## config.mk

```make
export PLATFORM = sky130hd
export DESIGN_NAME = vga_text_writer_flat
export DESIGN_NICKNAME = d
export VERILOG_FILES = /design/src/rtl/vga_text_writer_if.sv /design/src/rtl/vga_text_writer.sv /design/src/flat_wrapper.sv
export SDC_FILE = /design/constraint.sdc
export NUM_CORES = 1
export LEC_CHECK = 0
export ABC_AREA = 1
export CORE_ASPECT_RATIO = 0.8
export CORE_MARGIN = 4
export CORE_UTILIZATION = 40
export DETAILED_ROUTE_END_ITERATION = 10
export PLACE_DENSITY = 0.73
export SETUP_SLACK_MARGIN = 0.15
export SLEW_MARGIN = 20
export SYNTH_ARGS = -nofsm -noshare
export SYNTH_HDL_FRONTEND = slang
export SYNTH_SLANG_ARGS = --single-unit
```

## constraint.sdc

```tcl
create_clock -name sys_clk -period 1.9 [get_ports sys_clk]
set_clock_uncertainty 0.05 [all_clocks]
set_input_delay 0.38 -clock sys_clk [delete_from_list [all_inputs] [get_ports sys_clk]]
set_output_delay 0.38 -clock sys_clk [all_outputs]
set_load 0.05 [all_outputs]
```

## src/rtl/vga_text_writer_if.sv

```systemverilog
// CPU-side register window of the VGA text writer: a one-cycle write strobe
// with register select and data, plus the busy flag returned by the writer.
interface vga_text_writer_if;
  logic       cpu_wr;
  logic [1:0] cpu_addr;
  logic [7:0] cpu_data;
  logic       busy;

  modport master (output cpu_wr, output cpu_addr, output cpu_data, input busy);
  modport slave  (input cpu_wr, input cpu_addr, input cpu_data, output busy);
endinterface

```

## src/rtl/vga_text_writer.sv

```systemverilog
// Terminal front-end for the VGA text display: turns CPU register writes into
// character/color RAM writes, tracks the cursor, interprets CR/LF/BS/FF and
// runs line/screen clears as back-to-back write sequences.
module vga_text_writer #(
  parameter int          COLS         = 40,
  parameter int          ROWS         = 30,
  parameter logic [7:0]  DEFAULT_ATTR = 8'hF0
) (
  input  logic                sys_clk,
  input  logic                reset,
  vga_text_writer_if.slave    cpu,
  output logic [5:0]          cur_col,
  output logic [5:0]          cur_row,
  output logic                vram_wr,
  output logic [12:0]         vram_addr,
  output logic [7:0]          vram_data
);

  localparam logic [5:0] LAST_COL = 6'(COLS - 1);
  localparam logic [5:0] LAST_ROW = 6'(ROWS - 1);
  localparam logic [7:0] SPACE    = 8'h20;

  // The cursor advance after a printable character is resolved on the exit
  // edge of PUT_ATTR, so a following line clear starts with no gap.
  typedef enum logic [2:0] {
    IDLE       = 3'd0,
    PUT_CHAR   = 3'd1,
    PUT_ATTR   = 3'd2,
    CLR_LINE   = 3'd3,
    CLR_SCREEN = 3'd4
  } state_t;

  state_t      state_r, state_s;
  logic [5:0]  col_r, col_s;
  logic [5:0]  row_r, row_s;
  logic [7:0]  attr_r, attr_s;
  logic [5:0]  fill_col_r, fill_col_s;
  logic [5:0]  fill_row_r, fill_row_s;
  logic        plane_r, plane_s;
  logic        bs_r, bs_s;
  logic        busy_r;
  logic        wr_s;
  logic [12:0] addr_s;
  logic [7:0]  data_s;

  // Row advance wraps to the top: there is no scrolling.
  function automatic logic [5:0] next_row(input logic [5:0] row);
    if (row == LAST_ROW) begin
      return 6'd0;
    end else begin
      return row + 6'd1;
    end
  endfunction

  assign cpu.busy = busy_r;
  assign cur_col  = col_r;
  assign cur_row  = row_r;

  // Next-state, cursor and next RAM write selection.
  always_comb begin
    state_s    = state_r;
    col_s      = col_r;
    row_s      = row_r;
    attr_s     = attr_r;
    fill_col_s = fill_col_r;
    fill_row_s = fill_row_r;
    plane_s    = plane_r;
    bs_s       = bs_r;
    wr_s       = 1'b0;
    addr_s     = vram_addr;
    data_s     = vram_data;
    case (state_r)
      IDLE: begin
        if (cpu.cpu_wr) begin
          case (cpu.cpu_addr)
            2'd0: begin
              if (cpu.cpu_data == 8'h0D) begin
                col_s = 6'd0;
              end else if (cpu.cpu_data == 8'h0A) begin
                col_s      = 6'd0;
                row_s      = next_row(row_r);
                state_s    = CLR_LINE;
                fill_col_s = 6'd0;
                plane_s    = 1'b0;
                wr_s       = 1'b1;
                addr_s     = {1'b0, next_row(row_r), 6'd0};
                data_s     = SPACE;
              end else if (cpu.cpu_data == 8'h08) begin
                if (col_r != 6'd0) begin
                  col_s   = col_r - 6'd1;
                  bs_s    = 1'b1;
                  state_s = PUT_CHAR;
                  wr_s    = 1'b1;
                  addr_s  = {1'b0, row_r, col_r - 6'd1};
                  data_s  = SPACE;
                end else begin
                  col_s = col_r;
                end
              end else if (cpu.cpu_data == 8'h0C) begin
                col_s      = 6'd0;
                row_s      = 6'd0;
                state_s    = CLR_SCREEN;
                fill_col_s = 6'd0;
                fill_row_s = 6'd0;
                plane_s    = 1'b0;
                wr_s       = 1'b1;
                addr_s     = 13'd0;
                data_s     = SPACE;
              end else if (cpu.cpu_data >= 8'h20) begin
                bs_s    = 1'b0;
                state_s = PUT_CHAR;
                wr_s    = 1'b1;
                addr_s  = {1'b0, row_r, col_r};
                data_s  = cpu.cpu_data;
              end else begin
                state_s = IDLE;
              end
            end
            2'd1: attr_s = cpu.cpu_data;
            2'd2: col_s = (cpu.cpu_data > {2'b00, LAST_COL}) ? LAST_COL : cpu.cpu_data[5:0];
            2'd3: row_s = (cpu.cpu_data > {2'b00, LAST_ROW}) ? LAST_ROW : cpu.cpu_data[5:0];
            default: state_s = IDLE;
          endcase
        end else begin
          state_s = IDLE;
        end
      end
      PUT_CHAR: begin
        state_s = PUT_ATTR;
        wr_s    = 1'b1;
        addr_s  = {1'b1, row_r, col_r};
        data_s  = attr_r;
      end
      PUT_ATTR: begin
        if (bs_r) begin
          state_s = IDLE;
        end else if (col_r != LAST_COL) begin
          col_s   = col_r + 6'd1;
          state_s = IDLE;
        end else begin
          col_s      = 6'd0;
          row_s      = next_row(row_r);
          state_s    = CLR_LINE;
          fill_col_s = 6'd0;
          plane_s    = 1'b0;
          wr_s       = 1'b1;
          addr_s     = {1'b0, next_row(row_r), 6'd0};
          data_s     = SPACE;
        end
      end
      CLR_LINE: begin
        if (!plane_r) begin
          plane_s = 1'b1;
          wr_s    = 1'b1;
          addr_s  = {1'b1, row_r, fill_col_r};
          data_s  = attr_r;
        end else if (fill_col_r != LAST_COL) begin
          fill_col_s = fill_col_r + 6'd1;
          plane_s    = 1'b0;
          wr_s       = 1'b1;
          addr_s     = {1'b0, row_r, fill_col_r + 6'd1};
          data_s     = SPACE;
        end else begin
          state_s = IDLE;
        end
      end
      CLR_SCREEN: begin
        if (!plane_r) begin
          plane_s = 1'b1;
          wr_s    = 1'b1;
          addr_s  = {1'b1, fill_row_r, fill_col_r};
          data_s  = attr_r;
        end else if (fill_col_r != LAST_COL) begin
          fill_col_s = fill_col_r + 6'd1;
          plane_s    = 1'b0;
          wr_s       = 1'b1;
          addr_s     = {1'b0, fill_row_r, fill_col_r + 6'd1};
          data_s     = SPACE;
        end else if (fill_row_r != LAST_ROW) begin
          fill_col_s = 6'd0;
          fill_row_s = fill_row_r + 6'd1;
          plane_s    = 1'b0;
          wr_s       = 1'b1;
          addr_s     = {1'b0, fill_row_r + 6'd1, 6'd0};
          data_s     = SPACE;
        end else begin
          state_s = IDLE;
        end
      end
      default: state_s = IDLE;
    endcase
  end

  // State, cursor, attribute and registered RAM-port outputs.
  always_ff @(posedge sys_clk or posedge reset) begin
    if (reset) begin
      state_r    <= IDLE;
      col_r      <= 6'd0;
      row_r      <= 6'd0;
      attr_r     <= DEFAULT_ATTR;
      fill_col_r <= 6'd0;
      fill_row_r <= 6'd0;
      plane_r    <= 1'b0;
      bs_r       <= 1'b0;
      busy_r     <= 1'b0;
      vram_wr    <= 1'b0;
      vram_addr  <= 13'd0;
      vram_data  <= 8'd0;
    end else begin
      state_r    <= state_s;
      col_r      <= col_s;
      row_r      <= row_s;
      attr_r     <= attr_s;
      fill_col_r <= fill_col_s;
      fill_row_r <= fill_row_s;
      plane_r    <= plane_s;
      bs_r       <= bs_s;
      busy_r     <= (state_s != IDLE);
      vram_wr    <= wr_s;
      vram_addr  <= addr_s;
      vram_data  <= data_s;
    end
  end

endmodule
```

## src/flat_wrapper.sv

```systemverilog
// flat-port wrapper written by rule: the top's interface ports become plain ports
module vga_text_writer_flat 
#(
  parameter int          COLS         = 40,
  parameter int          ROWS         = 30,
  parameter logic [7:0]  DEFAULT_ATTR = 8'hF0
)
  (sys_clk, reset, cur_col, cur_row, vram_wr, vram_addr, vram_data, cpu_cpu_wr, cpu_cpu_addr, cpu_cpu_data, cpu_busy);
  vga_text_writer_if cpu_i ();
  input  logic sys_clk;
  input  logic reset;
  output logic [5:0] cur_col;
  output logic [5:0] cur_row;
  output logic vram_wr;
  output logic [12:0] vram_addr;
  output logic [7:0] vram_data;
  input wire logic [$bits(cpu_i.cpu_wr)-1:0] cpu_cpu_wr;
  input wire logic [$bits(cpu_i.cpu_addr)-1:0] cpu_cpu_addr;
  input wire logic [$bits(cpu_i.cpu_data)-1:0] cpu_cpu_data;
  output wire logic [$bits(cpu_i.busy)-1:0] cpu_busy;
  assign cpu_i.cpu_wr = cpu_cpu_wr;
  assign cpu_i.cpu_addr = cpu_cpu_addr;
  assign cpu_i.cpu_data = cpu_cpu_data;
  assign cpu_busy = cpu_i.busy;
  vga_text_writer #(.COLS(COLS), .ROWS(ROWS), .DEFAULT_ATTR(DEFAULT_ATTR)) u_core (.sys_clk(sys_clk), .reset(reset), .cpu(cpu_i), .cur_col(cur_col), .cur_row(cur_row), .vram_wr(vram_wr), .vram_addr(vram_addr), .vram_data(vram_data));
endmodule
```

==> flow_summary_export.csv <==
group,metric,value,unit
cells_and_area,final_area,6850,µm²
placement,dp_hpwl,11800,µm
critical_path,worst-path-max-fanout,8,
sta,tightestPinTransition,0.488,ns
route,detail_route.wl_per_cell,15.6,µm
floorplan,boundaryPins,48,
sta,setup-tns-final,0,ns
floorplan,design.core.area,10400,µm²
critical_path,cp-end-kind,"flop",
power_and_ir_drop,intPower,4.67,mW
critical_path,start_kind,"flop",
cells_and_area,drive_above_1_share,41.9,%
placement,io_buffer_count,47,
logic_synthesis,synth_cells,674,
sta,fmax,0.541,GHz
cells_and_area,final_common_cell,"nand2_1",
cells_and_area,fin_cells,1002,
cts,clkTransAtPathRegs,0.06,ns
logic_synthesis,synth-edff-count,0,
placement,placed_cell_area,5810,µm²
power_and_ir_drop,peakVddDrop,0.758,mV
floorplan,dieArea,12700,µm²
placement,gp_congestion,0.964,
floorplan,die_y,101,µm
route,drc,0,
route,via_count,5277,
logic_synthesis,synth.distinct_cells,33,
cells_and_area,syn_to_final_growth,57.0,%
logic_synthesis,synth_seq_cells,60,
cts,htreeDepth,3,
logic_synthesis,ys_top_cells_by_area,"dfrtp_1, nand2_1, nand3_1",
critical_path,ff2ff_setup_slack,0.05,ns
power_and_ir_drop,switching_share,49.0,%
cts,clk_latency,0.33,ns
cts,numCtsBuffers,9,
cts,cts_buffer_depth,2,
global_route,grt_first_pass_wirelength,25000,µm
logic_synthesis,post_synth_instance_area,4360,µm²
critical_path,worstPathRequired,2.07,ns
route,ant_nets,0,
route,routed_wl,15600,µm
cells_and_area,n_antenna_cell,0,
cts,cts_hold_buf,0,
sta,fin_crit_sh,97.2,%
floorplan,rows,33,
power_and_ir_drop,p_clk_share,16.6,%
cells_and_area,regArea,1520,µm²
route,first_pass_iters,5,
cells_and_area,final_cell_mix,"nand2_1, buf_4, inv_1, nand3_1, nand2_2",
global_route,grt_max_degree,30,
sta,setup_viol,0,
logic_synthesis,synth_ff_type,"dfrtp_1",
sta,hold_viol,0,
placement,placedCellCount,957,
route,via_per_inst,5.27,
global_route,overflow,0,
cells_and_area,multiInputGateArea,2980,µm²
floorplan,initial_utilization,41.8,%
sta,fin_crit,1.85,ns
logic_synthesis,seq_area_frac_synth,34.5,%
run_status,status,"finished clean",
cts,cts_tree,"yes",
logic_synthesis,async_flop_share,100,%
logic_synthesis,synth_top_area_share,32.1,%
route,detail_route.iter0.violations,368,
sta,rsz0062_at_grt,"true",
logic_synthesis,netlist.top_cell.by_area,"dfrtp_1",
power_and_ir_drop,p_seq_share,22.1,%
power_and_ir_drop,pwr_density_cell,1340,nW/µm²
power_and_ir_drop,pwr-share-comb,61.3,%
cts,clock_sinks,60,
power_and_ir_drop,p_sw,4.48,mW
power_and_ir_drop,p_leak,3.66,nW
logic_synthesis,syn_avg_cell_area,6.47,µm²
hold_path,hold_class,"primary input to async pin",
global_route,antenna_found_initial,0,
power_and_ir_drop,p_total,9.15,mW
sta,maxSlewHeadroom,67.6,%
cells_and_area,nNetsFinal,878,
sta,drv_slew,0,
job,drv_cap,0,
cells_and_area,fillers,874,
global_route,grt_pass1_vias,5058,
critical_path,critPathKind,"flop to flop",
critical_path,arrival,2.01,ns
logic_synthesis,ys_warn_count,0,
logic_synthesis,syn_nets,695,
cts,cts_root_buf,"clkbuf_16",
floorplan,die_w,125,µm
global_route,grt_use_total,24.5,%
[routing by layer]
metal | GRT usage [%] | up-vias | share of wire, %
met5 | 0 | - | 0
met4 | 5.64 | 0 | 0.88
met3 | 4.48 | 19 | 7.0
met2 | 39.3 | 193 | 46
met1 | 34.6 | 2521 | 46
li1 | - | 2544 | -
[metrics by stage]
step / hold slack, ns / setup slack, ns / utilization (%)
2_1_floorplan: 0.391 / 0.119 / -
3_3_place_gp: 0.410 / -0.350 / 55.6
3_5_place_dp: 0.421 / -0.387 / 55.6
4_1_cts: 0.293 / 0.0829 / 62.5
5_1_grt: 0.305 / -0.00282 / 65.6
6_report: 0.286 / 0.0528 / 65.6
[Yosys cell counts, types with 2 or more instances]
| cell | instances |
|---|---|
| nor2_4 | 2 |
| nor2_1 | 52 |
| inv_2 | 12 |
| nand3_4 | 2 |
| nand3_2 | 3 |
| xor2_1 | 5 |
| inv_1 | 72 |
| nand2_1 | 242 |
| clkbuf_1 | 5 |
| a21oi_1 | 9 |
| ha_1 | 8 |
| o21ai_2 | 5 |
| o21ai_0 | 51 |
| dfstp_2 | 4 |
| o22ai_1 | 5 |
| buf_6 | 2 |
| dfrtp_1 | 56 |
| o21ai_1 | 13 |
| nand3b_1 | 7 |
| nand4_1 | 21 |
| buf_2 | 7 |
| nand3_1 | 66 |
| nor3_1 | 4 |
| nor2_2 | 6 |
| nand2_2 | 7 |
[final cells by class]
class                           instances  area share [%]
Multi-Input combinational cell        515            43.5
Timing Repair Buffer                  187            22.9
Sequential cell                        60            22.3
Inverter                               84            4.84
Clock buffer                            9            3.29
Tap cell                              140            2.56
Clock inverter                          7           0.749
[repair_timing]
item | in CTS | in global routing
setup buffers | 17 | 9
gates cloned | 3 | 0
gates resized for setup | 98 | 95
hold endpoints to repair | 0 | 0
setup endpoints to repair | 49 | 51
pin swaps | 20 | 26
[state kept, by name, summed over array words and instances (netlist names)]
register           flops
u_core.cur_col         6
u_core.bs_r            1
u_core.cur_row         6
u_core.vram_wr         1
u_core.vram_data       8
u_core.plane_r         1
u_core.state_r         3
u_core.fill_row_r      6
u_core.fill_col_r      6
u_core.vram_addr      13
u_core.cpu.busy        1
u_core.attr_r          8
[kinds of logic (layout without fill, tap and decap cells)]
group           after synthesis  in the layout  synth area share [%]
compound gates               84             84                  10.2
fa+ha+maj                     8              8                  2.29
simple gates                417            417                  42.6
xor+xnor                      6              6                  1.20
flops                        60             60                  34.5
buf+inv                      99            287                  9.15
[worst max-delay path, stage by stage (launching register included)]
cell and delay (ns):
dfrtp_4 0.51, inv_4 0.08, ha_4 0.11, nand4_1 0.12
nand3b_1 0.26, nand3_4 0.14, nand3_4 0.14, buf_12 0.19
nand2_1 0.06, nand2_1 0.05
[final timing paths]
kind | end | depth (start not counted) | from
worst max-delay path | u_core.vram_data[2]$_DFFE_PP0P_ | 9 | u_core.cur_col[0]$_DFFE_PP0P_
worst min-delay path | u_core.cur_col[0]$_DFFE_PP0P_ | 2 | reset
worst min register to register | u_core.bs_r$_DFFE_PP0P_ | 2 | u_core.bs_r$_DFFE_PP0P_
min in group sys_clk | u_core.attr_r[2]$_DFFE_PP0P_ | 4 | cpu_cpu_data[2]
worst max register to register | u_core.vram_data[2]$_DFFE_PP0P_ | 9 | u_core.cur_col[0]$_DFFE_PP0P_
max in group asynchronous | u_core.vram_addr[0]$_DFFE_PP0P_ | 4 | reset
[power groups by stage]
stage	clock network [mW]	logic [mW]	registers [mW]
finish	1.52	5.61	2.02
global route	1.61	5.99	2.06
CTS	1.54	5.15	2.01
detailed placement	0	4.61	2.03
global placement	0	4.57	2.02
floorplan	0	1.86	2.98
No activity file was read; power rests on OpenSTA's default activity.
